--- src/rtl/led_pattern_gen.sv ---
// LED pattern source for the 3x14 charlieplexed matrix: fade/hold/chase animation with frame-rate PWM.
// Optional gamma correction is enabled by defining LED_PATTERN_GAMMA_EN.

module led_pattern_gen #(
    parameter int unsigned FADE_DIV     = 4,
    parameter int unsigned HOLD_FRAMES  = 64,
    parameter int unsigned PAUSE_FRAMES = 32,
    parameter int unsigned CHASE_DIV    = 8
) (
    input  logic       clk,
    input  logic       rst,
    input  logic       en,
    input  logic       frame_tick,
    input  logic       scan_valid,
    input  logic [1:0] scan_row,
    input  logic [3:0] scan_col,
    output logic       px_on,
    output logic [2:0] anim_state
);

    typedef enum logic [2:0] {
        ST_IDLE     = 3'd0,
        ST_FADE_IN  = 3'd1,
        ST_HOLD     = 3'd2,
        ST_FADE_OUT = 3'd3,
        ST_PAUSE    = 3'd4
    } state_e;

    localparam logic [7:0] FADE_LAST  = 8'(FADE_DIV - 1);
    localparam logic [7:0] HOLD_LAST  = 8'(HOLD_FRAMES - 1);
    localparam logic [7:0] PAUSE_LAST = 8'(PAUSE_FRAMES - 1);
    localparam logic [7:0] CHASE_LAST = 8'(CHASE_DIV - 1);

    state_e     state_q, state_d;
    logic [3:0] level_q, level_d;
    logic [3:0] phase_q, phase_d;
    logic [7:0] div_q,   div_d;
    logic [7:0] chase_q, chase_d;
    logic [3:0] pos_q,   pos_d;
    logic       px_q,    px_d;

    logic [3:0] eff_level;
    logic [3:0] gamma_level;
    logic       slot_ok;

    always_ff @(posedge clk or posedge rst) begin
        if (rst) begin
            state_q <= ST_IDLE;
            level_q <= 4'd0;
            phase_q <= 4'd0;
            div_q   <= 8'd0;
            chase_q <= 8'd0;
            pos_q   <= 4'd1;
            px_q    <= 1'b0;
        end else begin
            state_q <= state_d;
            level_q <= level_d;
            phase_q <= phase_d;
            div_q   <= div_d;
            chase_q <= chase_d;
            pos_q   <= pos_d;
            px_q    <= px_d;
        end
    end

    // Animation sequencer: en low wins immediately, otherwise everything advances only on frame_tick.
    always_comb begin
        state_d = state_q;
        level_d = level_q;
        div_d   = div_q;
        chase_d = chase_q;
        pos_d   = pos_q;
        phase_d = frame_tick ? phase_q + 4'd1 : phase_q;

        if (!en) begin
            state_d = ST_IDLE;
            level_d = 4'd0;
            div_d   = 8'd0;
            chase_d = 8'd0;
            pos_d   = 4'd1;
        end else if (frame_tick) begin
            case (state_q)
                ST_IDLE: begin
                    state_d = ST_FADE_IN;
                    level_d = 4'd0;
                    div_d   = 8'd0;
                end
                ST_FADE_IN: begin
                    if (div_q == FADE_LAST) begin
                        div_d   = 8'd0;
                        level_d = (level_q == 4'd15) ? 4'd15 : level_q + 4'd1;
                        if (level_q >= 4'd14) begin
                            state_d = ST_HOLD;
                            chase_d = 8'd0;
                        end
                    end else begin
                        div_d = div_q + 8'd1;
                    end
                end
                ST_HOLD: begin
                    level_d = 4'd15;
                    if (chase_q == CHASE_LAST) begin
                        chase_d = 8'd0;
                        pos_d   = (pos_q >= 4'd14) ? 4'd1 : pos_q + 4'd1;
                    end else begin
                        chase_d = chase_q + 8'd1;
                    end
                    if (div_q == HOLD_LAST) begin
                        div_d   = 8'd0;
                        state_d = ST_FADE_OUT;
                    end else begin
                        div_d = div_q + 8'd1;
                    end
                end
                ST_FADE_OUT: begin
                    if (div_q == FADE_LAST) begin
                        div_d   = 8'd0;
                        level_d = (level_q == 4'd0) ? 4'd0 : level_q - 4'd1;
                        if (level_q <= 4'd1) begin
                            state_d = ST_PAUSE;
                        end
                    end else begin
                        div_d = div_q + 8'd1;
                    end
                end
                ST_PAUSE: begin
                    level_d = 4'd0;
                    if (div_q == PAUSE_LAST) begin
                        div_d   = 8'd0;
                        state_d = ST_FADE_IN;
                    end else begin
                        div_d = div_q + 8'd1;
                    end
                end
                default: begin
                    state_d = ST_IDLE;
                    level_d = 4'd0;
                    div_d   = 8'd0;
                    chase_d = 8'd0;
                    pos_d   = 4'd1;
                end
            endcase
        end
    end

    // In HOLD the chase column runs at full brightness over a half-bright background.
    always_comb begin
        eff_level = level_q;
        if (state_q == ST_HOLD) begin
            eff_level = (scan_col == pos_q) ? 4'd15 : 4'd8;
        end
    end

`ifdef LED_PATTERN_GAMMA_EN
    always_comb begin
        gamma_level = 4'd0;
        case (eff_level)
            4'd0:    gamma_level = 4'd0;
            4'd1:    gamma_level = 4'd0;
            4'd2:    gamma_level = 4'd0;
            4'd3:    gamma_level = 4'd1;
            4'd4:    gamma_level = 4'd1;
            4'd5:    gamma_level = 4'd1;
            4'd6:    gamma_level = 4'd2;
            4'd7:    gamma_level = 4'd2;
            4'd8:    gamma_level = 4'd3;
            4'd9:    gamma_level = 4'd4;
            4'd10:   gamma_level = 4'd5;
            4'd11:   gamma_level = 4'd6;
            4'd12:   gamma_level = 4'd8;
            4'd13:   gamma_level = 4'd10;
            4'd14:   gamma_level = 4'd12;
            default: gamma_level = 4'd15;
        endcase
    end
`else
    assign gamma_level = eff_level;
`endif

    // Row 3 and columns 0/15 have no LED behind them.
    assign slot_ok = scan_valid && (scan_row != 2'd3) && (scan_col != 4'd0) && (scan_col != 4'd15);
    assign px_d    = slot_ok && (gamma_level > phase_q);

    assign px_on      = px_q;
    assign anim_state = state_q;

endmodule

--- config.mk ---
export PLATFORM = sky130hd
export DESIGN_NAME = led_pattern_gen
export DESIGN_NICKNAME = d
export VERILOG_FILES = /design/src/rtl/led_pattern_gen.sv
export SDC_FILE = /design/constraint.sdc
export NUM_CORES = 1
export LEC_CHECK = 0
export BUFFER_PORTS_ARGS = -buffer_cell sky130_fd_sc_hd__buf_2
export CAP_MARGIN = 20
export CORE_UTILIZATION = 55
export CTS_BUF_LIST = sky130_fd_sc_hd__clkbuf_16
export DETAILED_ROUTE_END_ITERATION = 10
export PLACE_DENSITY_LB_ADDON = 0.12
export SLEW_MARGIN = 10
export SYNTH_ARGS = -nofsm -noshare
export SYNTH_HDL_FRONTEND = slang
export SYNTH_SLANG_ARGS = --single-unit
--- constraint.sdc ---
create_clock -name clk -period 2.1 [get_ports clk]
set_input_delay 0.42 -clock clk [delete_from_list [all_inputs] [get_ports clk]]
set_output_delay 0.42 -clock clk [all_outputs]
set_load 0.005 [all_outputs]
==> results.yml <==
job:
  drv_cap: 0
critical_path:
  critPathArrivalTime_ns: 2.20
  slowest_delay_ns: 0.54
  r2r_end: "px_on"
  critPathLaunchType: "register"
  r2r_slack_ns: 0.05
  r2r-start: "pos_q[0]"
  path_max_fanout: 2
  cp-end-kind: "register"
  critPathSlowestCell: "dfstp_2"
  crit_chain: "xor2_1, o41ai_2, buf_4, o21a_1, ha_1, nor2b_1, o21ai_1, nand2b_1, a21oi_2, nor3_1"
  required_ns: 2.25
  setup.worst_path.class: "register to register"
  rr_worst_depth: 10
clock_network:
  htree_num_levels: 2
  clock_latency_ns: 0.28
  cts_buffer_depth: 2
  path_clk_slew_ns: 0.05
  numClockSinks: 32
  cts_tree: "done"
  clockRootBuffer: "clkbuf_16"
  numCtsBuffers: 5
timing:
  hold_viol: 0
  finClkSkew_ns: 0.00417
  max_freq_ghz: 0.488
  rsz0062_at_grt: "true"
  finalMaxSlewViolations: 0
  hold_slack_ns: 0.223
  fin_ws_ns: 0.0488
  worst_pin_slew_ns: 0.409
  fin_crit_ns: 2.05
  slew_headroom: 0.727
  finalSetupViolations: 0
  fin_crit_sh: 0.977
  setup_tns_ns: 0
place:
  io_buffers: 14
  gp_congestion: 0.871
  dpl_cell_area_um2: 2550
  post-dp-hpwl_um: 3730
  place_ws_ns: -0.105
  placed_cells: 332
run_status:
  status: "complete, no violations"
synthesis:
  yosys.area_share.simple: 0.223
  synth.largest_area_cell: "dfrtp_1"
  synth_compound_area_frac: 0.249
  synth_top_area_share: 0.348
  synthFlopType: "dfrtp_1"
  async_reset_ff_frac: 1.00
  yosysSeqAreaShare: 0.360
  synthCells: 248
  synth_area_leaders: "dfrtp_1 35%, ha_1 7.9%, o21ai_0 4.0%"
  synth_mux_area_frac: 0.00954
  syn_nets: 273
  synth.distinct_cells: 53
  synth_top_family_by_area: "compound AO/OA/AOI/OAI gates"
  yosysWarnings: 0
  synth_xor_area_frac: 0.0393
  postSynthAreaPerCell_um2: 8.99
  synth_edf_count: 0
  synth_area_um2: 2230
  synth-seq-cells: 32
  synth_fa_ha_area_frac: 0.0786
power:
  finalPower_mw: 3.05
  p_comb_frac: 0.459
  p_leak_nw: 1.30
  p_int_mw: 1.92
  vdd_drop_max_v: 0.000737
  p_per_area_nw_per_um2: 1110
  clockPowerShare: 0.266
  switching_share: 0.369
  seq_power_share: 0.275
  p_switching_mw: 1.12
grt:
  grt_pass1_wl_um: 9000
  grt_max_degree: 33
  antenna_found_initial: 0
  overflow: 0
  grtUsageTotal: 0.276
  grt_pass1_vias: 1984
drt:
  vias: 2017
  avgViaCountPerCell: 5.90
  drtIter0Drc: 124
  ant_nets: 0
  avgRoutedWirePerCell_um: 15.5
  wl_um: 5300
  drc: 0
  first_pass_iters: 4
floorplanning:
  die_height_um: 65.7
  die_area_um2: 4310
  rows: 22
  ios: 15
  core-area_um2: 3770
  start_util: 0.591
  die_w_um: 65.7
cells_and_area:
  utilization: 0.730
  final_design_area_no_fill_um2: 2750
  nets: 318
  diodes: 0
  syn_to_final_growth_pct: 23.5
  instances_no_fill: 342
  drive_above_1_share: 0.248
hold_path:
  hp-class: "input port to asynchronous set/reset pin"
[power groups by stage]
| stage | Sequential [mW] | Clock, mW | Combinational (mW) |
|---|---|---|---|
| floorplan | 0.858 | 0 | 0.831 |
| global placement | 0.839 | 0 | 1.25 |
| detailed placement | 0.843 | 0 | 1.29 |
| CTS | 0.837 | 0.817 | 1.35 |
| global route | 0.852 | 0.848 | 1.56 |
| finish | 0.838 | 0.810 | 1.40 |
[worst max-delay path: cells and delay by family (launching register included)]
kind / cells / cell delay [ns]
compound gates: 4 / 0.65
buf+inv: 1 / 0.16
fa+ha+maj: 1 / 0.23
xor+xnor: 1 / 0.07
flops: 1 / 0.54
simple gates: 3 / 0.27
[routing by layer]
metal  part of all wire  track usage
met1               0.47        0.358
met2               0.48        0.455
met3              0.034       0.0573
met4              0.013       0.0897
met5                  0            0
[area by class of cell]
| cell class | count | area, µm² |
|---|---|---|
| Fill cell | 295 | 1020 |
| Clock inverter | 3 | 38.8 |
| Clock buffer | 5 | 125 |
| Timing Repair Buffer | 46 | 310 |
| Tap cell | 48 | 60.1 |
| Multi-Input combinational cell | 192 | 1360 |
| Inverter | 16 | 60.1 |
| Sequential cell | 32 | 802 |
[synthesized netlist by cell type, types with 7 or more instances]
library cell	number
nand2_1	17
clkbuf_1	7
o21ai_0	18
nor2_1	11
inv_1	16
nand3_1	14
dfrtp_1	31
a21oi_1	9
ha_1	14
o211ai_1	8
[cell usage in the layout (no fill, tap or decap), drive strengths merged, types with 2 or more instances in the layout]
cell type  synthesis  layout
and3               5       5
o21ai             23      23
or3                3       3
nand2             17      17
clkbuf             7       5
nor2b              4       4
dfrtp             31      31
nor2              11      11
o41ai              5       5
xnor2              5       5
o21a               5       5
buf                1      46
nand2b             5       5
nand3b             2       2
a31oi              6       6
a21oi             10      10
o31ai              5       5
o211ai             9       9
inv               16      17
or2                3       3
nor3               4       4
a21o               5       5
a22o               3       3
and2               2       2
nor3b              3       3
nand3             14      14
nand4              4       4
xor2               5       5
or4                4       4
ha                14      14
[cells by family after synthesis]
| logic type | Yosys count |
|---|---|
| xor+xnor | 10 |
| buf+inv | 24 |
| mux | 2 |
| simple gates | 87 |
| flops | 32 |
| compound gates | 79 |
| fa+ha+maj | 14 |
[repair_timing]
action,CTS,global route
hold buffers,0,0
pin swaps,1,2
cloned,0,0
buffers inserted,1,1
gates resized for setup,1,5
setup endpoints to repair,1,6
[sequential cells by signal, indices dropped and copies added, names as in the netlist]
name,cells
pos_q,4
anim_state,3
div_q,8
chase_q,8
px_on,1
level_q,4
phase_q,4
[how the worst max path moves through the flow]
stage               slack [ns]           from  endpoint  depth (start not counted)
floorplan                 0.02  anim_state[2]     px_on                         10
global placement         -0.07    scan_col[2]     px_on                         11
detailed placement       -0.11    scan_col[2]     px_on                         11
CTS                       0.02       pos_q[2]     px_on                         10
global route             -0.07       pos_q[0]     px_on                         10
finish                    0.05       pos_q[0]     px_on                         10
Note: power is estimated with default switching activity, not from simulation.
